### config.mk
export PLATFORM = sky130hd
export DESIGN_NAME = mem_arbiter
export DESIGN_NICKNAME = d
export VERILOG_FILES = /design/src/rtl/mem_arb_pkg.sv /design/src/rtl/mem_arb_pick.sv /design/src/rtl/mem_arbiter.sv
export SDC_FILE = /design/constraint.sdc
export NUM_CORES = 1
export LEC_CHECK = 0
export ABC_AREA = 1
export BUFFER_PORTS_ARGS = -buffer_cell sky130_fd_sc_hd__buf_4
export CAP_MARGIN = 20
export CORE_AREA = 2 2 102 114
export DETAILED_ROUTE_END_ITERATION = 6
export DIE_AREA = 0 0 104 116
export HOLD_SLACK_MARGIN = 0.02
export PLACE_DENSITY = 0.76
export SYNTH_ARGS = -nofsm -noshare
export SYNTH_HDL_FRONTEND = slang
export SYNTH_SLANG_ARGS = --single-unit
### constraint.sdc
create_clock -name clk -period 1.38 [get_ports clk]
set_input_delay 0.138 -clock clk [delete_from_list [all_inputs] [get_ports clk]]
set_output_delay 0.138 -clock clk [all_outputs]
set_load 0.05 [all_outputs]
### src/rtl/mem_arb_pkg.sv
// Shared types and constants for the instruction/data memory arbiter.
// Used by the arbiter RTL and by its bench.
package mem_arb_pkg;

    typedef enum logic [1:0] {
        IDLE  = 2'd0,
        ISSUE = 2'd1,
        RESP  = 2'd2
    } state_e;

    localparam logic PORT_I = 1'b0;
    localparam logic PORT_D = 1'b1;

endpackage

### src/rtl/mem_arb_pick.sv
// Combinational grant selection between fetch (I) and load/store (D) requesters.
// MEM_ARB_ROUND_ROBIN_EN selects alternating grants on contention; otherwise D wins.
module mem_arb_pick
    import mem_arb_pkg::*;
(
    input  logic i_valid,
    input  logic d_valid,
    input  logic can_accept,
    input  logic last_grant,
    output logic i_grant,
    output logic d_grant
);

`ifdef MEM_ARB_ROUND_ROBIN_EN
    always_comb begin
        i_grant = 1'b0;
        d_grant = 1'b0;
        if (can_accept) begin
            if (i_valid && d_valid) begin
                if (last_grant == PORT_I) begin
                    d_grant = 1'b1;
                end else begin
                    i_grant = 1'b1;
                end
            end else begin
                i_grant = i_valid;
                d_grant = d_valid;
            end
        end
    end
`else
    // Fixed priority ignores grant history; the upstream flop is trimmed away.
    logic unused_last_grant;
    assign unused_last_grant = last_grant;

    always_comb begin
        i_grant = 1'b0;
        d_grant = 1'b0;
        if (can_accept) begin
            d_grant = d_valid;
            i_grant = i_valid && !d_valid;
        end
    end
`endif

endmodule

### src/rtl/mem_arbiter.sv
// Single-port memory arbiter: one access at a time, I (fetch) vs D (load/store).
// Grant policy set by MEM_ARB_ROUND_ROBIN_EN inside mem_arb_pick.
module mem_arbiter
    import mem_arb_pkg::*;
#(
    parameter int AW = 32,
    parameter int DW = 32
) (
    input  logic          clk,
    input  logic          rst_n,
    input  logic          i_req_valid,
    output logic          i_req_ready,
    input  logic [AW-1:0] i_req_addr,
    output logic          i_rsp_valid,
    output logic [DW-1:0] i_rsp_rdata,
    input  logic          d_req_valid,
    output logic          d_req_ready,
    input  logic          d_req_write,
    input  logic [AW-1:0] d_req_addr,
    input  logic [DW-1:0] d_req_wdata,
    output logic          d_rsp_valid,
    output logic [DW-1:0] d_rsp_rdata,
    output logic          mem_write,
    output logic [AW-1:0] mem_addr,
    output logic [DW-1:0] mem_wdata,
    input  logic [DW-1:0] mem_rdata,
    output logic          busy
);

    state_e        state_q, state_d;
    logic          port_q, port_d;
    logic          write_q, write_d;
    logic [AW-1:0] addr_q, addr_d;
    logic [DW-1:0] wdata_q, wdata_d;
    logic          last_q, last_d;

    logic can_accept;
    logic i_grant, d_grant, accept;

    // Reset gates acceptance so readys are low while rst_n is asserted.
    assign can_accept = rst_n && (state_q != ISSUE);
    assign accept     = i_grant || d_grant;

    mem_arb_pick u_pick (
        .i_valid    (i_req_valid),
        .d_valid    (d_req_valid),
        .can_accept (can_accept),
        .last_grant (last_q),
        .i_grant    (i_grant),
        .d_grant    (d_grant)
    );

    always_comb begin
        state_d = state_q;
        port_d  = port_q;
        write_d = write_q;
        addr_d  = addr_q;
        wdata_d = wdata_q;
        last_d  = last_q;

        case (state_q)
            IDLE:    state_d = accept ? ISSUE : IDLE;
            ISSUE:   state_d = RESP;
            RESP:    state_d = accept ? ISSUE : IDLE;
            default: state_d = IDLE;
        endcase

        if (accept) begin
            port_d  = d_grant ? PORT_D : PORT_I;
            write_d = d_grant && d_req_write;
            addr_d  = d_grant ? d_req_addr : i_req_addr;
            last_d  = d_grant ? PORT_D : PORT_I;
            if (d_grant) begin
                wdata_d = d_req_wdata;
            end
        end
    end

    always_ff @(posedge clk or negedge rst_n) begin
        if (!rst_n) begin
            state_q <= IDLE;
            port_q  <= PORT_I;
            write_q <= 1'b0;
            addr_q  <= '0;
            wdata_q <= '0;
            last_q  <= PORT_I;
        end else begin
            state_q <= state_d;
            port_q  <= port_d;
            write_q <= write_d;
            addr_q  <= addr_d;
            wdata_q <= wdata_d;
            last_q  <= last_d;
        end
    end

    // mem writes combinationally, so the write strobe exists only in ISSUE.
    always_comb begin
        i_req_ready = i_grant;
        d_req_ready = d_grant;
        mem_write   = (state_q == ISSUE) && write_q;
        mem_addr    = addr_q;
        mem_wdata   = wdata_q;
        busy        = (state_q != IDLE);
        i_rsp_valid = 1'b0;
        d_rsp_valid = 1'b0;
        i_rsp_rdata = '0;
        d_rsp_rdata = '0;
        if (state_q == RESP) begin
            if (port_q == PORT_D) begin
                d_rsp_valid = 1'b1;
                d_rsp_rdata = write_q ? '0 : mem_rdata;
            end else begin
                i_rsp_valid = 1'b1;
                i_rsp_rdata = mem_rdata;
            end
        end
    end

endmodule
==> flow_metrics.py, run 1 <==
metrics = {
    "status": {
        "status": "finished, violations left",
        "violations": "negative setup slack",
    },
    "critical_path": {
        "crit_arrival_ns": 1.55,
        "worst-setup-path-type": "flip-flop to primary output",
        "crit_fanout": 7,
        "r2r_setup_slack_ns": -0.14,
        "start_kind": "flip-flop",
        "crit_start": "state_q[0]$_DFF_PN0_",
        "reg2reg_depth": 8,
        "timing.rr.end": "mem_addr[20]$_DFFE_PN0P_",
        "worst_setup_path_end_kind": "primary output",
        "critPathRequiredTime_ns": 1.24,
        "endpoint": "d_rsp_rdata[12]",
        "reg2reg_from": "state_q[0]$_DFF_PN0_",
    },
    "clock_network": {
        "cts_sinks": 68,
        "root_buffer": "clkbuf_16",
        "clk_pin_slew_ns": 0.06,
        "clock_latency_ns": 0.33,
        "cts_tree": "built",
        "cts_inserted_buffers": 9,
        "clockBufferDepth": 2,
        "htreeDepth": 3,
    },
    "finish": {
        "fillers": 726,
        "final_cell_mix": "buf_4, nand2_1, inv_1",
        "final_common_cell": "buf_4",
        "postLayoutCoreUtil_pct": 75.5,
        "drive_gt1_share_pct": 48.3,
        "fin_cells": 1019,
        "antenna_cells": 0,
        "num-nets-final": 1000,
        "area_delta_synth_final_pct": 118,
        "final_area_sq_mm": 0.00817,
    },
    "place": {
        "portBuffers": 266,
        "gp_congestion": 0.870,
        "dp_hpwl_um": 10300,
        "place_area_sq_mm": 0.00654,
        "place_inst": 944,
    },
    "floorplan": {
        "core-area_sq_mm": 0.0108,
        "num_rows": 40,
        "initial_utilization_pct": 34.7,
        "die_h_um": 116,
        "die_x_um": 104,
        "dieArea_sq_mm": 0.0121,
        "io_pins": 267,
    },
    "pwr": {
        "power.density_mw_per_mm2": 1300,
        "ir_drop_mv": 1.21,
        "p_leak_nw": 4.41,
    },
    "timing": {
        "maxSlewViolCount": 0,
        "layout_min_cycle_time_ns": 1.69,
        "setup_violations": 126,
        "max_freq_mhz": 593,
        "fin_crit_sh_pct": 122,
        "slew_headroom_pct": 72.9,
        "grt_setup_unrepaired": "true",
        "holdWs_ns": 0.0250,
        "hold_viol_final": 0,
        "tightestPinTransition_ns": 0.406,
        "layout_setup_ws_ns": -0.305,
        "finalClockSkew_ns": 0.00717,
    },
    "global_routing": {
        "antenna_found_initial": 0,
        "grt_max_degree": 38,
        "overflow": 0,
        "grt_pass1_vias": 4925,
        "grt_pass1_wl_um": 24300,
        "grt_use_total_pct": 25.3,
    },
    "drt": {
        "drtIter0Drc": 282,
        "drt_first_pass_iters": 5,
        "via_per_inst": 4.83,
        "dr_total_vias": 4919,
        "drc": 0,
        "drtAntennaViolNets": 0,
        "wl_per_cell_um": 16.1,
        "totalWireLength_um": 16400,
    },
    "worst_hold_path": {
        "min_path_type": "primary input to flip-flop",
        "hold_path_depth": 3,
    },
    "synthesis": {
        "synth_nets": 676,
        "ys_ff_latch": 68,
        "synth.cell_area_sq_mm": 0.00375,
        "synthCells": 543,
        "yosysUniqueCellTypes": 15,
        "yosysSeqAreaShare_pct": 45.4,
        "postSynthAreaPerCell_sq_um": 6.91,
        "ys_warn_count": 0,
    },
    "flow_run": {
        "maxCapViolCount": 0,
    },
}
==> logic make-up after synthesis <==
family | synth area share (%)
buffers and inverters | 16.0
DFF | 45.4
and+or+nand+nor | 38.2
AOI/OAI and AO/OA | 0.400
==> power breakdown <==
| part | leakage, nW | total [mW] | switching (mW) | internal (mW) |
|---|---|---|---|---|
| logic | 3.41 | 5.26 | 3.37 | 1.89 |
| clock network | 0.161 | 2.61 | 0.858 | 1.76 |
| registers | 0.836 | 2.74 | 0.302 | 2.44 |
==> sequential cells by signal (all words and copies together), names as in the netlist <==
| signal | cells |
|---|---|
| port_q | 1 |
| mem_wdata | 32 |
| state_q | 2 |
| mem_addr | 32 |
| write_q | 1 |
==> metrics by stage <==
step / setup TNS [ns] / setup slack [ns] / total power, mW
after floorplan: -14.57 / -0.264 / 5.78
after global routing: -29.29 / -0.376 / 11.1
after global placement: -0.0400 / -0.0139 / 7.27
after detailed placement: -0.710 / -0.0491 / 7.34
after CTS: -18.51 / -0.306 / 10.4
final: -20.36 / -0.305 / 10.6
==> final cells by class <==
class	instances	area, sq um	area share (%)
inverters	103	394	4.83
flip-flops and latches	68	1700	20.8
repair buffers	350	3520	43.1
multi-input cells	335	2030	24.9
well taps	147	184	2.25
clock buffers	9	225	2.76
clock inverters	7	115	1.41
==> worst max-delay path, cell delays in order (launching register included) <==
cell	delay, ns
dfrtp_1	0.38
inv_2	0.08
nand2_4	0.06
nor2_4	0.11
nand2_4	0.12
clkbuf_16	0.21
nor2_4	0.09
buf_6	0.17
==> cells in the mapped netlist <==
master / number / area (sq um)
nand2_1: 164 / 616
inv_1: 101 / 379
dfrtp_1: 68 / 1700
nor2_1: 68 / 255
nand3_1: 64 / 320
nand4_1: 32 / 200
buf_2: 18 / 90.1
clkbuf_1: 9 / 33.8
buf_4: 6 / 45.0
buf_6: 4 / 45.0
inv_2: 2 / 7.51
nand2_4: 2 / 22.5
nand3_2: 2 / 20.0
o21ai_0: 2 / 10.0
a21oi_1: 1 / 5.00
==> timing repair <==
item	in CTS	in global routing
pin swaps	11	6
hold endpoints to repair	49	0
gates resized for setup	98	40
hold buffers	29	0
gates cloned	6	8
endpoints found under the setup margin	79	128
buffers inserted	9	7
==> metal layers <==
metal	share of wire, %	GRT usage [%]
met5	0	0
met2	55	47.2
met3	7.2	6.69
met4	1.9	8.20
met1	36	28.3
==> worst min-delay path by stage <==
stage / from / endpoint / slack, ns
global route: d_req_wdata[0] / mem_wdata[0]$_DFFE_PN0P_ / 0.02
floorplan: rst_n / mem_addr[0]$_DFFE_PN0P_ / -0.16
global placement: rst_n / mem_addr[26]$_DFFE_PN0P_ / 0.17
finish: d_req_wdata[8] / mem_wdata[8]$_DFFE_PN0P_ / 0.03
CTS: d_req_wdata[27] / mem_wdata[27]$_DFFE_PN0P_ / 0.02
detailed placement: rst_n / mem_addr[23]$_DFFE_PN0P_ / 0.17
Power figures use the tool's default switching activity.
==> run 2, diff against run 1 <==
PLACE_DENSITY = 0.69   (was 0.76)
==> run 2 against run 1 <==
The run still ends with negative setup slack left. Critical path type unchanged. Routed wire length down 1.8%. Cell area down 1.9%. Highest routed layer unchanged. Die area unchanged. Combinational power down 2%. Clock power down 18%. Sequential power about the same. Power down 5.6%. Critical path depth unchanged. Sequential share of layout area up 0.40 points. Count of clock-buffer cells in the layout up 1. Largest cell class unchanged.
==> flow_metrics.py, run 2 (same netlist as run 1, synthesis figures left out) <==
metrics = {
    "status": {
        "status": "finished, violations left",
        "violations": "negative setup slack",
    },
    "floorplan": {
        "core-area_sq_mm": 0.0108,
        "num_rows": 40,
        "dieArea_sq_mm": 0.0121,
        "io_pins": 267,
        "die_x_um": 104,
        "die_h_um": 116,
        "initial_utilization_pct": 34.7,
    },
    "timing": {
        "maxSlewViolCount": 0,
        "finalClockSkew_ns": 0.00462,
        "layout_min_cycle_time_ns": 1.70,
        "grt_setup_unrepaired": "true",
        "setup_violations": 111,
        "tightestPinTransition_ns": 0.387,
        "layout_setup_ws_ns": -0.323,
        "hold_viol_final": 0,
        "max_freq_mhz": 587,
        "slew_headroom_pct": 74.2,
        "fin_crit_sh_pct": 123,
    },
    "worst_hold_path": {
        "min_path_type": "primary input to flip-flop",
        "whs_endpoint": "write_q$_DFFE_PN0P_",
        "hold_path_depth": 3,
        "hp-start": "d_req_write",
    },
    "place": {
        "dp_hpwl_um": 10300,
        "gp_congestion": 0.883,
        "place_ws_ns": -0.0755,
        "portBuffers": 266,
    },
    "pwr": {
        "p_leak_nw": 4.34,
        "power.density_mw_per_mm2": 1250,
        "power_mw": 10.0,
        "ir_drop_mv": 1.19,
    },
    "drt": {
        "via_per_inst": 4.68,
        "totalWireLength_um": 16100,
        "wl_per_cell_um": 15.9,
        "drt_first_pass_iters": 5,
        "dr_total_vias": 4767,
        "drc": 0,
        "drtAntennaViolNets": 0,
        "drtIter0Drc": 271,
    },
    "clock_network": {
        "root_buffer": "clkbuf_16",
        "clock_latency_ns": 0.33,
        "cts_tree": "built",
        "cts_inserted_buffers": 9,
        "htreeDepth": 3,
        "cts_sinks": 68,
        "clk_pin_slew_ns": 0.06,
        "clockBufferDepth": 2,
    },
    "critical_path": {
        "timing.rr.end": "mem_wdata[10]$_DFFE_PN0P_",
        "critPathRequiredTime_ns": 1.24,
        "crit_fanout": 8,
        "reg2reg_from": "state_q[0]$_DFF_PN0_",
        "r2r_setup_slack_ns": -0.06,
        "worst-setup-path-type": "flip-flop to primary output",
        "reg2reg_depth": 8,
        "start_kind": "flip-flop",
        "crit_arrival_ns": 1.56,
        "worst_setup_path_end_kind": "primary output",
    },
    "global_routing": {
        "antenna_found_initial": 0,
        "grt_pass1_vias": 4640,
        "grt_pass1_wl_um": 23600,
        "overflow": 0,
        "grt_use_total_pct": 24.8,
        "grt_max_degree": 65,
    },
    "flow_run": {
        "maxCapViolCount": 0,
    },
    "finish": {
        "antenna_cells": 0,
        "final_common_cell": "buf_4",
        "num-nets-final": 999,
        "area_delta_synth_final_pct": 114,
        "drive_gt1_share_pct": 47.8,
        "final_cell_mix": "buf_4, nand2_1, inv_1",
    },
}
[run 2: routing by layer]
layer	GRT usage, %	up-vias	part of all wire, %
li1	-	2296	-
met1	27.9	2198	37
met2	44.7	243	52
met3	7.42	30	8.8
met4	9.46	0	2.5
met5	0	-	0
[run 2: worst max path at each step]
stage,start,end,slack (ns)
6_report,state_q[0]$_DFF_PN0_,d_rsp_rdata[9],-0.32
5_1_grt,state_q[0]$_DFF_PN0_,d_rsp_rdata[27],-0.39
4_1_cts,state_q[0]$_DFF_PN0_,d_rsp_rdata[29],-0.32
3_5_place_dp,state_q[1]$_DFF_PN0_,mem_addr[29]$_DFFE_PN0P_,-0.08
3_3_place_gp,state_q[0]$_DFF_PN0_,d_rsp_rdata[21],-0.02
2_1_floorplan,state_q[0]$_DFF_PN0_,d_rsp_rdata[10],-0.26
[run 2: metrics by stage]
stage / cells / setup TNS [ns] / utilization, % / cell area (sq um) / hold WS, ns
4_1_cts: 1007 / -21.77 / 70.8 / 7650 / 0.0223
3_5_place_dp: 943 / -1.55 / 60.4 / 6530 / -0.0161
5_1_grt: 1018 / -27.64 / 74.1 / 8010 / 0.0241
6_report: 1018 / -19.91 / 74.1 / 8010 / 0.0271
2_1_floorplan: 543 / -14.57 / - / 4350 / -0.158
3_3_place_gp: 943 / -0.0693 / 60.4 / 6530 / -0.0155
[run 2: cell type report]
cell class                 instances  area [sq um]
multi-input combinational        337          2070
sequential                        68          1700
timing repair buffer             347          3390
tap                              147           184
clock buffer                      10           239
clock inverter                     6          40.0
inverter                         103           394
fill                             727          2800
[run 2: critical path: stages, from the launching register on]
cell	delay, ns
dfrtp_1	0.39
inv_2	0.08
nand2_4	0.06
nor2_4	0.12
nand2_4	0.12
clkbuf_16	0.21
nor2_4	0.09
buf_6	0.16
[run 2: power breakdown]
group / internal (mW) / total [mW] / switching [mW]
Clock: 1.26 / 2.14 / 0.876
Combinational: 1.81 / 5.17 / 3.36
Sequential: 2.44 / 2.72 / 0.286
[run 2: timing repair]
| item | CTS | global route |
|---|---|---|
| hold buffers | 33 | 1 |
| buffers inserted | 11 | 7 |
| pin swaps | 7 | 7 |
| endpoints found under the setup margin | 103 | 162 |
| hold endpoints to repair | 74 | 4 |
| gates resized for setup | 88 | 43 |
| cloned | 4 | 5 |
==> run 3, diff against run 2 <==
RECOVER_POWER = 25   (was not set)
==> run 3 against run 2 <==
The flow still finishes with violations (negative setup slack). First-iteration DRC count grew 4.8%. Cell area fell by 0.12%. Power barely moved. Global-route usage is the same. Largest cell class unchanged.
==> flow_metrics.py, run 3 (same netlist as run 1, synthesis figures left out) <==
metrics = {
    "finish": {
        "area_delta_synth_final_pct": 113,
        "num-nets-final": 999,
        "seq_area_sq_mm": 0.00170,
        "drive_gt1_share_pct": 47.5,
        "final_cell_mix": "buf_4, nand2_1, inv_1",
        "antenna_cells": 0,
        "fillers": 730,
        "final_common_cell": "buf_4",
        "postLayoutCoreUtil_pct": 74.0,
        "multiInputGateArea_sq_mm": 0.00207,
    },
    "place": {
        "dp_hpwl_um": 10300,
        "place_ws_ns": -0.0755,
        "portBuffers": 266,
        "gp_congestion": 0.883,
    },
    "floorplan": {
        "io_pins": 267,
        "initial_utilization_pct": 34.7,
        "core-area_sq_mm": 0.0108,
        "die_x_um": 104,
        "dieArea_sq_mm": 0.0121,
        "num_rows": 40,
        "die_h_um": 116,
    },
    "clock_network": {
        "clockBufferDepth": 2,
        "cts_tree": "built",
        "cts_inserted_buffers": 9,
        "root_buffer": "clkbuf_16",
        "htreeDepth": 3,
        "clk_pin_slew_ns": 0.06,
        "cts_sinks": 68,
        "clock_latency_ns": 0.33,
    },
    "global_routing": {
        "grt_use_total_pct": 24.8,
        "grt_pass1_vias": 4640,
        "grt_max_degree": 65,
        "grt_pass1_wl_um": 23600,
        "antenna_found_initial": 0,
        "overflow": 0,
    },
    "status": {
        "violations": "negative setup slack",
        "status": "finished, violations left",
    },
    "critical_path": {
        "critPathRequiredTime_ns": 1.24,
        "worst-setup-path-type": "flip-flop to primary output",
        "crit_start": "state_q[0]$_DFF_PN0_",
        "crit_arrival_ns": 1.57,
        "worst_setup_path_end_kind": "primary output",
        "reg2reg_from": "state_q[0]$_DFF_PN0_",
        "crit_fanout": 8,
        "start_kind": "flip-flop",
    },
    "timing": {
        "tightestPinTransition_ns": 0.385,
        "setup_violations": 119,
        "max_freq_mhz": 587,
        "hold_viol_final": 0,
        "finalClockSkew_ns": 0.00422,
        "layout_setup_ws_ns": -0.323,
        "layout_min_cycle_time_ns": 1.70,
        "slew_headroom_pct": 74.3,
        "maxSlewViolCount": 0,
        "fin_crit_sh_pct": 123,
        "grt_setup_unrepaired": "true",
        "fin_setup_tns_ns": -20.51,
    },
    "drt": {
        "dr_total_vias": 4761,
        "drtAntennaViolNets": 0,
        "totalWireLength_um": 16100,
        "drtIter0Drc": 284,
        "wl_per_cell_um": 15.9,
        "drc": 0,
        "via_per_inst": 4.68,
        "drt_first_pass_iters": 5,
    },
    "worst_hold_path": {
        "min_path_type": "primary input to flip-flop",
        "hp-start": "d_req_write",
    },
    "pwr": {
        "power_mw": 10.0,
        "power.density_mw_per_mm2": 1250,
        "ir_drop_mv": 1.19,
        "p_leak_nw": 4.32,
    },
    "flow_run": {
        "maxCapViolCount": 0,
    },
}
## run 3: final cells by class
cell class,instances,share of cell area [%]
repair buffers,347,42.2
multi-input cells,337,25.8
flip-flops and latches,68,21.3
inverters,103,4.92
clock buffers,10,2.99
well taps,147,2.30
clock inverters,6,0.500
## run 3: timing repair
item / CTS / global route
hold buffers: 33 / 1
gates cloned: 4 / 5
setup buffers: 11 / 7
resized for setup: 88 / 43
endpoints found under the setup margin: 103 / 162
pin swaps: 7 / 7
endpoints found under the hold margin: 74 / 4
## run 3: path summary, 6_finish.rpt
check	to	slack, ns	cells after the start
hold / removal	write_q$_DFFE_PN0P_	0.03	3
hold reg to reg	mem_wdata[31]$_DFFE_PN0P_	0.48	2
max in group asynchronous	mem_wdata[27]$_DFFE_PN0P_	0.30	4
min in group asynchronous	mem_addr[2]$_DFFE_PN0P_	0.43	3
setup reg to reg	mem_wdata[10]$_DFFE_PN0P_	-0.08	8
setup / recovery	d_rsp_rdata[9]	-0.32	7
## run 3: power by group
group | switching (mW) | internal, mW | total (mW)
clock | 0.879 | 1.26 | 2.14
sequential | 0.286 | 2.44 | 2.72
combinational | 3.36 | 1.80 | 5.16
total | 4.52 | 5.50 | 10.0
## run 3: worst max-delay path, cell delays in order (launching register included)
cell,delay [ns]
dfrtp_1,0.39
inv_2,0.08
nand2_4,0.06
nor2_4,0.12
nand2_4,0.12
clkbuf_16,0.21
nor2_4,0.09
buf_6,0.16
## run 3: layer usage
| layer | share of wire [%] | wire [um] | global-route usage, % | vias to the layer above |
|---|---|---|---|---|
| met5 | 0 | 0 | 0 | - |
| met4 | 2.5 | 400 | 9.46 | 0 |
| met3 | 8.9 | 1430 | 7.42 | 30 |
| met2 | 52 | 8390 | 44.7 | 245 |
| met1 | 37 | 5920 | 27.9 | 2189 |
| li1 | - | - | - | 2297 |
## run 3: through the flow
step           cells  hold slack, ns  area (sq um)
5_1_grt         1018          0.0241          8000
3_3_place_gp     943         -0.0155          6530
3_5_place_dp     943         -0.0161          6530
2_1_floorplan    543          -0.158          4350
4_1_cts         1007          0.0223          7650
6_report        1018          0.0268          8000
